<file path="src/rtl/fifo_read_arbiter.sv">
// Round-robin, burst-limited arbiter sharing one FIFO read port among NUM_REQ consumers.
// Latency: one IDLE cycle from request to grant, then one cycle from rd_ena to out_valid.
// Backpressure: stalls with the grant held while rd_empty is high; grantee drops req to release early.
module fifo_read_arbiter #(
    parameter int NUM_REQ    = 4,
    parameter int DATA_WIDTH = 8,
    parameter int MAX_BURST  = 4
) (
    input  logic                  rd_clk,
    input  logic                  rd_rst_n,
    input  logic                  rd_empty,
    input  logic [DATA_WIDTH-1:0] rd_data,
    output logic                  rd_ena,
    input  logic [NUM_REQ-1:0]    req,
    output logic [NUM_REQ-1:0]    gnt,
    output logic [DATA_WIDTH-1:0] out_data,
    output logic [NUM_REQ-1:0]    out_valid,
    output logic                  busy
);

    localparam int IDX_W = $clog2(NUM_REQ);
    localparam int CNT_W = $clog2(MAX_BURST + 1);

    localparam logic [0:0] S_IDLE  = 1'b0;
    localparam logic [0:0] S_BURST = 1'b1;

    localparam logic [CNT_W-1:0] LAST_BEAT  = CNT_W'(MAX_BURST - 1);
    localparam logic [IDX_W-1:0] LAST_RESET = IDX_W'(NUM_REQ - 1);

    logic [0:0]         state;
    logic [IDX_W-1:0]   gnt_idx;
    logic [IDX_W-1:0]   last_idx;
    logic [CNT_W-1:0]   burst_cnt;

    logic               pick_vld;
    logic [IDX_W-1:0]   pick_idx;
    logic [NUM_REQ-1:0] pick_oh;

    logic               in_burst;
    logic               grantee_req;
    logic               final_beat;
    logic               burst_done;

    // Candidate index base+ofs modulo NUM_REQ; base < NUM_REQ and ofs <= NUM_REQ.
    function automatic logic [IDX_W-1:0] wrap_idx(input int base, input int ofs);
        int sum;
        sum = base + ofs;
        if (sum >= NUM_REQ) begin
            sum = sum - NUM_REQ;
        end
        return IDX_W'(sum);
    endfunction

    assign in_burst    = (state == S_BURST);
    assign grantee_req = req[gnt_idx];
    assign rd_ena      = in_burst & ~rd_empty & grantee_req;
    assign final_beat  = rd_ena & (burst_cnt == LAST_BEAT);
    assign burst_done  = final_beat | ~grantee_req;
    assign busy        = in_burst;

    // Search starts one past the last grantee so the most recent winner ranks lowest.
    always_comb begin
        pick_vld = 1'b0;
        pick_idx = '0;
        for (int k = 1; k <= NUM_REQ; k++) begin
            if (!pick_vld && req[wrap_idx(int'(last_idx), k)]) begin
                pick_vld = 1'b1;
                pick_idx = wrap_idx(int'(last_idx), k);
            end
        end
    end

    assign pick_oh = {{(NUM_REQ-1){1'b0}}, 1'b1} << pick_idx;

    always_ff @(posedge rd_clk or negedge rd_rst_n) begin
        if (!rd_rst_n) begin
            state     <= S_IDLE;
            gnt       <= '0;
            gnt_idx   <= '0;
            last_idx  <= LAST_RESET;
            burst_cnt <= '0;
        end else begin
            case (state)
                S_IDLE: begin
                    if (pick_vld) begin
                        state     <= S_BURST;
                        gnt       <= pick_oh;
                        gnt_idx   <= pick_idx;
                        burst_cnt <= '0;
                    end
                end
                S_BURST: begin
                    if (rd_ena) begin
                        burst_cnt <= burst_cnt + CNT_W'(1);
                    end
                    if (burst_done) begin
                        state    <= S_IDLE;
                        gnt      <= '0;
                        last_idx <= gnt_idx;
                    end
                end
                default: begin
                    state <= S_IDLE;
                    gnt   <= '0;
                end
            endcase
        end
    end

    // Delivery path: out_valid is a one-cycle strobe per accepted word.
    always_ff @(posedge rd_clk or negedge rd_rst_n) begin
        if (!rd_rst_n) begin
            out_valid <= '0;
            out_data  <= '0;
        end else begin
            out_valid <= rd_ena ? gnt : '0;
            if (rd_ena) begin
                out_data <= rd_data;
            end
        end
    end

endmodule

</file>
<file path="config.mk">
export PLATFORM = sky130hd
export DESIGN_NAME = fifo_read_arbiter
export DESIGN_NICKNAME = d
export VERILOG_FILES = /design/src/rtl/fifo_read_arbiter.sv
export SDC_FILE = /design/constraint.sdc
export NUM_CORES = 1
export LEC_CHECK = 0
export CAP_MARGIN = 5
export CORE_UTILIZATION = 41
export DETAILED_ROUTE_END_ITERATION = 10
export HOLD_SLACK_MARGIN = 0.1
export PLACE_DENSITY = 0.79
export SYNTH_ARGS = -nofsm -noshare
export SYNTH_HDL_FRONTEND = slang
export SYNTH_SLANG_ARGS = --single-unit
export TNS_END_PERCENT = 5
</file>
<file path="constraint.sdc">
create_clock -name rd_clk -period 1.6 [get_ports rd_clk]
set_input_delay 0.32 -clock rd_clk [delete_from_list [all_inputs] [get_ports rd_clk]]
set_output_delay 0.32 -clock rd_clk [all_outputs]
set_load 0.05 [all_outputs]
</file>
== Yosys cells after proc, flatten, opt, wreduce, memory -nomap -nowiden ==
Index checks and enable logic that the tools add are counted.

* Bits in registers: 24
* Latch bits: 0
* Memory bits (writable): 0
* Bits in read-only memories: 0
* Input port bits: 15
* Output and inout bits: 18
* Word-level logic and storage cells: 79
* Memories: 0

* $add $sub $neg: 9
* $mul: 0
* Div/mod/pow operators: 0
* $lt $le $gt $ge: 9
* Equal/unequal tests: 4
* Shift operators: 1
* Mux-type cells: 32
* Bitwise gates (word level): 7
* Reduce and logical (&&, ||, !) cells: 10

{| class="wikitable"
|+ Operators by type and width
! cell !! number
|-
| 2-bit 2-to-1 mux || 8
|-
| 2-bit by 3-bit less-than comparator with 1-bit output (second input constant) || 5
|-
| 4-bit 2-to-1 mux || 3
|-
| 1-bit 2-to-1 mux || 11
|-
| 1-bit binary-select mux with 2-bit select || 5
|-
| 3-bit greater-or-equal comparator (second input constant) || 3
|-
| 4-bit case mux with 2 select lines || 1
|-
| 2-bit AND reduction || 4
|-
| 2-bit by 1-bit subtractor with 2-bit output (second input constant) || 4
|-
| 2-bit by 2-bit adder with 3-bit output (second input constant) || 2
|-
| 3-bit 2-to-1 mux || 2
|-
| 3-bit case mux with 2 select lines || 1
|-
| 2-bit by 3-bit adder with 4-bit output (second input constant) || 1
|-
| 4-bit by 3-bit greater-or-equal comparator with 1-bit output (second input constant) || 1
|-
| 2-bit != test (second input constant) || 2
|-
| 1-bit by 2-bit left shift with 4-bit output (first input constant) || 1
|-
| 2-bit by 1-bit adder with 3-bit output (second input constant) || 1
|-
| 3-bit by 1-bit adder with 3-bit output (second input constant) || 1
|-
| 1-bit bitwise AND || 3
|-
| 3-bit by 2-bit == test with 1-bit output (second input constant) || 1
|-
| 1-bit logical AND || 3
|-
| 1-bit logical NOT || 3
|-
| 1-bit NOT || 3
|-
| 2-bit by 1-bit != test with 1-bit output (second input constant) || 1
|-
| other kinds (2) || 2
|}

== Depth between registers and ports, before layout ==
Gate-level depths: netlist of run 1.

* Word-level depth: 18
* Mapped depth: 6
* Mapped depth without buffers: 5

== Worst setup path after synthesis of run 1 ==
OpenSTA, ideal clock, no wires.

* Kind: reg-to-output
* Start: register gnt_idx[1]
* End: output port rd_ena
* Arrival: 1.304 ns
* Data required time: 1.280 ns
* Setup slack: -0.024 ns
* Cell stages (with the launch flop): 5
* Buffers on the path: 1
* Path through: dfrtp_1 mux4_2 nand3b_4 inv_1 buf_6

* Word-level cells in the longest chain between the ends: 3

{| class="wikitable"
|+ RTL lines
! item !! RTL line !! text
|-
| start: declaration || 31 || <nowiki>logic [IDX_W-1:0] gnt_idx;</nowiki>
|-
| start signal: assignment || 88 || <nowiki>gnt_idx <= pick_idx;</nowiki>
|-
| 1-bit binary-select mux with 2-bit select || 55 || <nowiki>assign grantee_req = req[gnt_idx];</nowiki>
|-
| 1-bit 2-to-1 mux (implied by the code) || 55 ||
|-
| 1-bit bitwise AND || 56 || <nowiki>assign rd_ena = in_burst & ~rd_empty & grantee_req;</nowiki>
|-
| end: declaration || 13 || <nowiki>output logic rd_ena,</nowiki>
|}

No other way between the ends. The select of a mux whose other input is x is not followed.

== Final worst setup path of run 1 ==
Same ends and word-level chain as after synthesis.

==> results of run 1 <==
## state kept, by name, summed over array words and instances, names as in the netlist
signal     flops
out_data       8
burst_cnt      3
last_idx       2
busy           1
gnt_idx        2
out_valid      4
gnt            4
## worst max-delay path by stage
stage	cells past startpoint	start	end
detailed placement	6	req[3]	gnt[0]
floorplan	4	gnt_idx[1]	rd_ena
global route	4	gnt_idx[1]	rd_ena
CTS	4	gnt_idx[1]	rd_ena
global placement	5	req[3]	rd_ena
finish	4	gnt_idx[1]	rd_ena
## synth_stat cells (2+ instances only)
| library cell | n |
|---|---|
| a32o_1 | 2 |
| and2_1 | 4 |
| buf_4 | 2 |
| dfrtp_1 | 22 |
| dfstp_2 | 2 |
| ha_1 | 2 |
| inv_1 | 3 |
| mux2_4 | 2 |
| nand2_1 | 30 |
| nand2b_1 | 2 |
| nand3_1 | 2 |
| nor2_1 | 3 |
| o21ai_0 | 4 |
| o32ai_1 | 2 |
| or2b_1 | 2 |
## through the flow
| stage | cells | worst slack (ps) |
|---|---|---|
| finish | 182 | -322 |
| global route | 182 | -397 |
| CTS | 182 | -331 |
| detailed placement | 174 | -356 |
| global placement | 174 | -330 |
| floorplan | 100 | 3.84 |
## kinds of logic (layout without fill, tap and decap cells)
logic type               count (synthesis)  after routing
AND/OR/NAND/NOR                         48             48
multiplexers                             3              3
flip-flops                              24             24
XOR/XNOR                                 1              1
adder cells (fa/ha/maj)                  2              2
buffers and inverters                    6             58
AO/OA/AOI/OAI                           16             16
## area by class of cell
class	count	area, sq um	area share, %
clock buffers	3	22.5	1.34
flip-flops and latches	24	603	36.0
inverters	3	13.8	0.822
repair buffers	51	500	29.9
well taps	30	37.5	2.24
clock inverters	1	30.0	1.79
multi-input cells	70	468	27.9
## timing repair
action	CTS	global route
buffers inserted	4	0
resized for setup	5	4
endpoints found under the setup margin	22	24
## where the power goes
group / switching, uW / leakage [uW] / internal (uW)
sequential: 228 / 0.000306 / 861
combinational: 1110 / 0.000488 / 884
clock: 184 / 0.0000279 / 253
total: 1520 / 0.000822 / 2000
## metal layers
layer | vias up | global-route usage (%) | wire length [um]
met3 | 2 | 3.39 | 135
li1 | 446 | - | -
met4 | 0 | 6.58 | 4
met1 | 437 | 21.4 | 1060
met2 | 33 | 38.3 | 1400
met5 | - | 0 | 0
==> results.sh, run 1 <==
export IMPL_status="complete, but fails checks"
export IMPL_failed_checks="setup timing"
export IMPL_synth_ff_type="dfrtp_1"
export IMPL_fmax_mhz=520
export IMPL_drtPass1Iterations=4
export IMPL_synth_xor_area_share_pct=0.803
export IMPL_r2r_setup_slack_ps=-120
export IMPL_slew_headroom_pct=74.8
export IMPL_area_delta_synth_final_pct=53.6
export IMPL_drt_iter0_markers=22
export IMPL_final_util_pct=67.0
export IMPL_ios=33
export IMPL_rows=18
export IMPL_grt_max_degree=25
export IMPL_synthAdderAreaFrac_pct=2.29
export IMPL_final_cell_mix="29 x nand2_1, 29 x buf_4, 22 x dfrtp_1"
export IMPL_async_flop_share_pct=100
export IMPL_clockBufferDepth=2
export IMPL_synthSimpleGateAreaFrac_pct=21.1
export IMPL_routedWlPerCell_um=14.3
export IMPL_hold_path_class="input pin to asynchronous set/reset pin"
export IMPL_setup_viol=19
export IMPL_worst_slew_pin_slew_ps=376
export IMPL_cp_arrival_ps=1600
export IMPL_final_antenna_net_count=0
export IMPL_fin_crit_ps=1920
export IMPL_grt_setup_unrepaired="true"
export IMPL_synthCells=100
export IMPL_synth_top_family_by_area="simple AND/OR/NAND/NOR gates"
export IMPL_worst_path_buf_inv=2
export IMPL_start_util_pct=43.6
export IMPL_cts_hold_buf=0
export IMPL_critical_path_startpoint_type="flop"
export IMPL_vias_per_cell=5.04
export IMPL_setup_ws_ps=-322
export IMPL_fillers=199
export IMPL_muxShareOfSynthArea_pct=4.82
export IMPL_power_density_nw_per_um2=2100
export IMPL_fin_tns_setup_ps=-1110
export IMPL_grt_pass1_vias=922
export IMPL_hpwl_mm=1.83
export IMPL_timing_rr_end="last_idx[0]"
export IMPL_synth_distinct_cells=31
export IMPL_dieArea_sq_um=2870
export IMPL_syn_nets=117
export IMPL_cp_cell_sequence="mux4_2 -> nand3b_4 -> inv_4 -> buf_12"
export IMPL_insertedDiodeCount=0
export IMPL_clk_latency_ps=320
export IMPL_synth_top_area_share_pct=50.5
export IMPL_vdd_drop_max_v=0.00147
export IMPL_cts_root_buf="clkbuf_4"
export IMPL_grt_antenna_before_repair=0
export IMPL_period_share_pct=120
export IMPL_layout_nets=170
export IMPL_die_x_um=53.6
export IMPL_avgSynthCellArea_sq_um=10.9
export IMPL_synth_edf_count=0
export IMPL_synth_top_area_cell="dfrtp_1"
export IMPL_ys_ff_latch=24
export IMPL_wl_mm=2.60
export IMPL_h_tree_depth=1
export IMPL_cts_sinks=24
export IMPL_whs_ps=343
export IMPL_portBuffers=32
export IMPL_drive_above_1_share_pct=36.2
export IMPL_endpoint_kind="output port"
export IMPL_critPathMaxFanout=2
export IMPL_via_count=918
export IMPL_ys_seq_area_share_pct=55.3
export IMPL_p_leak_uw=0.000822
export IMPL_core_sq_um=2500
export IMPL_path_class="flop to output port"
export IMPL_synth_area_leaders="dfrtp_1 50%, nand2_1 10%, dfstp_2 4.8%, mux2_4 2.8%, and2_1 2.3%"
export IMPL_die_h_um=53.6
export IMPL_postLayoutCellArea_sq_um=1680
export IMPL_grt_pass1_wl_mm=4.02
export IMPL_reg2reg_depth=4
export IMPL_clkTransAtPathRegs_ps=140
export IMPL_synth_compound_area_share_pct=12.3
export IMPL_p_total_uw=3520
export IMPL_track_usage_pct=19.8
export IMPL_slew_viol_final=0
export IMPL_max_cap_violations=0
export IMPL_cp_top_family="multiplexers"
export IMPL_r2r_start="gnt_idx[1]"
export IMPL_globalplace_congestion=0.761
export IMPL_cts_tree="yes"
export IMPL_yosys_warnings=0
export IMPL_hold_viol=0
export IMPL_syn_area_sq_um=1090
export IMPL_cpPeakStageDelay_ps=570
export IMPL_cts_buffers=3
export IMPL_grt_ovfl_total=0
export IMPL_remaining_drc_errors=0
export IMPL_slowest_stage="mux4_2"
export IMPL_skew_ps=10.3
export IMPL_worstPathRequired_ps=1280
export IMPL_placed_cell_area_sq_um=1570
Power figures use the tool's default switching activity.
==> inputs of run 2 (changes only) <==
==> constraint.sdc (replaced) <==
create_clock -name rd_clk -period 1.6 [get_ports rd_clk]
set_input_delay 0.4 -clock rd_clk [delete_from_list [all_inputs] [get_ports rd_clk]]
set_output_delay 0.4 -clock rd_clk [all_outputs]
set_load 0.05 [all_outputs]
==> run 2 against run 1 <==
Compared with the run above: the flow still finishes with violations (setup timing); setup slack worse by 54 ps; register-to-register slack about the same; count of clock-buffer cells in the layout unchanged; sequential power up 4%; die area unchanged; routed wire length down 4.0%; design area up 5.2%; flip-flop and latch count unchanged; critical path depth unchanged; sequential share of layout area down 1.8 points; largest power group unchanged.
==> results.sh, run 2 (synthesized netlist as in run 1, its figures left out) <==
export IMPL_r2r_start="gnt_idx[1]"
export IMPL_wl_met2_mm=1.33
export IMPL_cts_tree="yes"
export IMPL_setup_viol=8
export IMPL_postLayoutCellArea_sq_um=1760
export IMPL_grt_antenna_before_repair=0
export IMPL_cts_sinks=24
export IMPL_path_class="flop to output port"
export IMPL_power_density_nw_per_um2=2110
export IMPL_grt_pass1_wl_mm=4.02
export IMPL_slowest_stage="mux4_2"
export IMPL_slew_headroom_pct=75.6
export IMPL_via_count=943
export IMPL_period_share_pct=124
export IMPL_final_common_cell="nand2_1"
export IMPL_globalplace_congestion=0.820
export IMPL_wl_mm=2.50
export IMPL_largest_reg_flops=8
export IMPL_cp_cell_sequence="mux4_2 -> nand3b_4 -> inv_4 -> buf_12"
export IMPL_p_leak_uw=0.000843
export IMPL_max_cap_violations=0
export IMPL_whs_ps=439
export IMPL_worst_slew_pin_slew_ps=366
export IMPL_final_antenna_net_count=0
export IMPL_hold_viol=0
export IMPL_fmax_mhz=506
export IMPL_grt_ovfl_total=0
export IMPL_die_x_um=53.6
export IMPL_dieArea_sq_um=2870
export IMPL_dr_wl_met3_um=165
export IMPL_vias_per_cell=5.33
export IMPL_cts_buffers=3
export IMPL_track_usage_pct=20.2
export IMPL_cts_root_buf="clkbuf_4"
export IMPL_cp_top_family="multiplexers"
export IMPL_critPathMaxFanout=2
export IMPL_core_sq_um=2500
export IMPL_vdd_drop_max_v=0.00116
export IMPL_status="complete, but fails checks"
export IMPL_drt_iter0_markers=15
export IMPL_failed_checks="setup timing"
export IMPL_fillers=192
export IMPL_slew_viol_final=0
export IMPL_cts_hold_buf=0
export IMPL_grt_setup_unrepaired="true"
export IMPL_grt_max_degree=25
export IMPL_dpl_worst_slack_ps=-521
export IMPL_r2r_setup_slack_ps=-110
export IMPL_p_total_uw=3720
export IMPL_rows=18
export IMPL_remaining_drc_errors=0
export IMPL_drive_above_1_share_pct=31.3
export IMPL_worst_path_buf_inv=2
export IMPL_endpoint_kind="output port"
export IMPL_largestRegisters="out_data (8), gnt (4), out_valid (4)"
export IMPL_layout_nets=165
export IMPL_timing_rr_end="last_idx[1]"
export IMPL_hpwl_mm=1.94
export IMPL_clkTransAtPathRegs_ps=130
export IMPL_worstPathRequired_ps=1200
export IMPL_drtPass1Iterations=4
export IMPL_hold_path_class="input pin to asynchronous set/reset pin"
export IMPL_skew_ps=5.30
export IMPL_ios=33
export IMPL_clk_latency_ps=300
export IMPL_clockBufferDepth=2
export IMPL_reg2reg_depth=4
export IMPL_portBuffers=32
export IMPL_critical_path_startpoint_type="flop"
export IMPL_grt_pass1_vias=962
export IMPL_h_tree_depth=1
export IMPL_fin_crit_ps=1980
export IMPL_setup_ws_ps=-376
export IMPL_cp_arrival_ps=1580
export IMPL_final_cell_mix="30 x nand2_1, 22 x dfrtp_1, 18 x buf_12"
export IMPL_placed_cell_area_sq_um=1700
export IMPL_wl_met1_um=945
export IMPL_die_h_um=53.6
export IMPL_start_util_pct=43.6
export IMPL_highest_layer="met4"
export IMPL_cpPeakStageDelay_ps=570
export IMPL_area_delta_synth_final_pct=61.5
export IMPL_largest_register="out_data"
export IMPL_routedWlPerCell_um=14.1
export IMPL_insertedDiodeCount=0
[run 2: cell types whose count changed in the layout (fill, tap and decap cells not counted), moves of 2 or more]
cell             before  now
buf_4                29   13
clkdlybuf4s50_1      14   10
o21ai_1               2    0
o21ai_0               2    4
dlygate4sd2_1         0    4
buf_12                6   18
[run 2: per-layer routing]
layer / GRT usage (%) / vias to the layer above
met5: 0 / -
met4: 11.4 / 0
met3: 3.67 / 6
met2: 37.5 / 43
met1: 21.2 / 455
li1: - / 439
[run 2: final cells by class]
cell class	count	area (sq um)	share of cell area, %
clock buffer	3	22.5	1.28
clock inverter	1	30.0	1.70
inverter	3	13.8	0.781
multi-input combinational	70	450	25.6
sequential	24	603	34.2
tap	30	37.5	2.13
timing repair buffer	46	604	34.3
[run 2: repair_timing]
| item | in CTS | in global routing |
|---|---|---|
| resized for setup | 5 | 0 |
| buffers inserted | 1 | 0 |
| setup endpoints to repair | 22 | 17 |
[run 2: worst max path at each step]
stage | startpoint | end | slack [ps] | cells after the start
finish | gnt_idx[1] | rd_ena | -380 | 4
global route | gnt_idx[1] | rd_ena | -450 | 4
CTS | gnt_idx[1] | rd_ena | -400 | 4
detailed placement | req[0] | burst_cnt[0] | -520 | 6
global placement | req[3] | rd_ena | -470 | 5
floorplan | gnt_idx[1] | rd_ena | -70 | 4
[run 2: through the flow]
| step | std cells | util (%) | setup TNS (ps) |
|---|---|---|---|
| finish | 177 | 70.5 | -832 |
| global route | 177 | 70.5 | -1520 |
| CTS | 177 | 70.5 | -902 |
| detailed placement | 172 | 68.1 | -10130 |
| global placement | 172 | 68.1 | -8500 |
| floorplan | 100 | - | -66.3 |
[run 2: power by group]
group          internal (uW)  switching [uW]
clock                    253             176
sequential               862             273
combinational           1070            1090
total                   2180            1540
==> inputs of run 3 (changes only) <==
--- a/config.mk
+++ b/config.mk
@@ -5,8 +5,11 @@
 export SDC_FILE = /design/constraint.sdc
 export NUM_CORES = 1
 export LEC_CHECK = 0
+export ABC_AREA = 1
 export CAP_MARGIN = 5
-export CORE_UTILIZATION = 41
+export CELL_PAD_IN_SITES_DETAIL_PLACEMENT = 1
+export CELL_PAD_IN_SITES_GLOBAL_PLACEMENT = 2
+export CORE_UTILIZATION = 25
 export DETAILED_ROUTE_END_ITERATION = 10
 export HOLD_SLACK_MARGIN = 0.1
 export PLACE_DENSITY = 0.79
==> run 3 against run 2 <==
Compared with the run above: the run still ends with setup timing left; design area up 22%; setup slack better by 190 ps; clock power down 15%.
==> results.sh, run 3 <==
export IMPL_p_leak_uw=0.00109
export IMPL_drive_above_1_share_pct=34.5
export IMPL_core_sq_um=5200
export IMPL_track_usage_pct=13.1
export IMPL_synth_common_cells="61 x nand2_1, 22 x dfrtp_1, 15 x nand3_1"
export IMPL_grt_pass1_vias=1238
export IMPL_path_class="input pin to output port"
export IMPL_ys_ff_latch=24
export IMPL_endpoint="rd_ena"
export IMPL_reg2reg_depth=12
export IMPL_via_count=1210
export IMPL_grt_pass1_wl_mm=5.94
export IMPL_remaining_drc_errors=0
export IMPL_vdd_drop_max_v=0.000965
export IMPL_slowest_stage="clkdlybuf4s50_1"
export IMPL_power_density_nw_per_um2=2210
export IMPL_hpwl_mm=2.67
export IMPL_rows=26
export IMPL_insertedDiodeCount=0
export IMPL_placedCellCount=284
export IMPL_seqCellArea_sq_um=606
export IMPL_wl_mm=3.37
export IMPL_worst_slew_pin_slew_ps=312
export IMPL_hold_viol=0
export IMPL_die_x_um=76.2
export IMPL_cp_arrival_ps=1380
export IMPL_endpoint_kind="output port"
export IMPL_syn_area_sq_um=1380
export IMPL_cts_buffers=3
export IMPL_synth_area_leaders="dfrtp_1 40%, nand2_1 17%, nand2_4 6.6%, nand3_1 5.5%, dfstp_2 3.8%"
export IMPL_yosys_warnings=0
export IMPL_start_util_pct=26.4
export IMPL_ys_seq_area_share_pct=43.9
export IMPL_failed_checks="setup timing"
export IMPL_avgSynthCellArea_sq_um=8.18
export IMPL_whs_ps=455
export IMPL_final_cell_mix="58 x nand2_1, 21 x buf_4, 20 x dfrtp_1"
export IMPL_yosysMostFrequentCell="nand2_1"
export IMPL_ios=33
export IMPL_cp_cell_sequence="clkdlybuf4s50_1 -> nor2_1 -> nand2_4 -> clkinv_4 -> buf_12"
export IMPL_synth_distinct_cells=26
export IMPL_synthCells=168
export IMPL_synth_edf_count=0
export IMPL_synth_top_area_cell="dfrtp_1"
export IMPL_largest_register="out_data"
export IMPL_largest_reg_flops=8
export IMPL_cts_hold_buf=0
export IMPL_cts_root_buf="clkbuf_8"
export IMPL_hold_path_class="input pin to asynchronous set/reset pin"
export IMPL_period_share_pct=112
export IMPL_multiInputGateArea_sq_um=676
export IMPL_clk_latency_ps=270
export IMPL_vias_per_cell=4.17
export IMPL_area_delta_synth_final_pct=55.8
export IMPL_globalplace_congestion=0.715
export IMPL_setup_viol=8
export IMPL_worstPathRequired_ps=1200
export IMPL_max_cap_violations=0
export IMPL_status="complete, but fails checks"
export IMPL_r2r_start="last_idx[0]"
export IMPL_grt_antenna_before_repair=0
export IMPL_drtPass1Iterations=4
export IMPL_cpPeakStageDelay_ps=420
export IMPL_fmax_mhz=560
export IMPL_routedWlPerCell_um=11.6
export IMPL_crit_start="rd_empty"
export IMPL_critical_path_startpoint_type="input pin"
export IMPL_r2r_setup_slack_ps=-50
export IMPL_dieArea_sq_um=5800
export IMPL_slew_headroom_pct=79.1
export IMPL_skew_ps=6.25
export IMPL_synth_top_area_share_pct=40.0
export IMPL_layout_nets=238
export IMPL_grt_setup_unrepaired="true"
export IMPL_synth_ff_type="dfrtp_1"
export IMPL_clkTransAtPathRegs_ps=80
export IMPL_final_cells=290
export IMPL_cts_sinks=24
export IMPL_h_tree_depth=1
export IMPL_cts_tree="yes"
export IMPL_slew_viol_final=0
export IMPL_placed_cell_area_sq_um=2050
export IMPL_dpl_worst_slack_ps=-449
export IMPL_die_h_um=76.2
export IMPL_syn_nets=185
export IMPL_drt_iter0_markers=37
export IMPL_postLayoutCellArea_sq_um=2140
export IMPL_timing_rr_end="gnt[3]"
export IMPL_async_flop_share_pct=100
export IMPL_grt_max_degree=17
export IMPL_grt_ovfl_total=0
export IMPL_final_antenna_net_count=0
export IMPL_final_common_cell="nand2_1"
export IMPL_critPathMaxFanout=2
export IMPL_clockBufferDepth=2
export IMPL_setup_ws_ps=-184
export IMPL_fillers=622
export IMPL_largestRegisters="out_data (8), gnt (4), out_valid (4)"
export IMPL_fin_crit_ps=1780
export IMPL_portBuffers=32
==> run 3: how the worst min path moves through the flow <==
stage	from	end	slack, ps	depth (start not counted)
after floorplan	rd_rst_n	burst_cnt[0]	100	0
after global placement	burst_cnt[1]	burst_cnt[1]	500	2
after detailed placement	burst_cnt[2]	burst_cnt[2]	520	2
after CTS	rd_rst_n	out_valid[0]	450	2
after global routing	rd_rst_n	out_valid[0]	450	2
final	rd_rst_n	out_valid[0]	460	2
==> run 3: final cells by class <==
type	instances	area share [%]
Clock buffer	4	2.10
Inverter	18	3.50
Multi-Input combinational cell	121	31.5
Sequential cell	24	28.3
Tap cell	70	4.09
Timing Repair Buffer	53	30.5
==> run 3: repair_timing <==
| action | 4_1_cts | 5_1_grt |
|---|---|---|
| resized for setup | 11 | 6 |
| buffers inserted | 2 | 0 |
| cloned | 0 | 0 |
| pin swaps | 2 | 0 |
| hold endpoints to repair | 0 | 0 |
| endpoints found under the setup margin | 14 | 11 |
==> run 3: per-layer routing <==
layer / global-route usage [%] / up-vias / wire, um
li1: - / 624 / -
met1: 16.4 / 568 / 1540
met2: 22.5 / 13 / 1710
met3: 2.51 / 5 / 67
met4: 4.62 / 0 / 53
met5: 0 / - / 0
==> run 3: logic make-up after synthesis <==
kind of cell,count (synthesis),synth area share [%]
AND/OR/NAND/NOR,107,39.5
flip-flops,24,43.9
buffers and inverters,23,9.46
AO/OA/AOI/OAI,12,5.37
adder cells (fa/ha/maj),2,1.82
==> run 3: critical path, delay by kind of cell <==
family / cells / cell delay [ps]
buffers and inverters: 3 / 610
AND/OR/NAND/NOR: 2 / 380
==> run 3: through the flow <==
step	total power, uW	setup TNS, ps	utilization [%]
after floorplan	3060	-204	-
after CTS	4720	-602	40.8
after global routing	5100	-1840	41.2
after global placement	4220	-7640	39.4
after detailed placement	4260	-7950	39.4
final	4730	-410	41.2
==> run 3: report_power, final <==
part	switching, uW	internal, uW
Combinational	1850	1410
Sequential	242	855
Clock	188	178
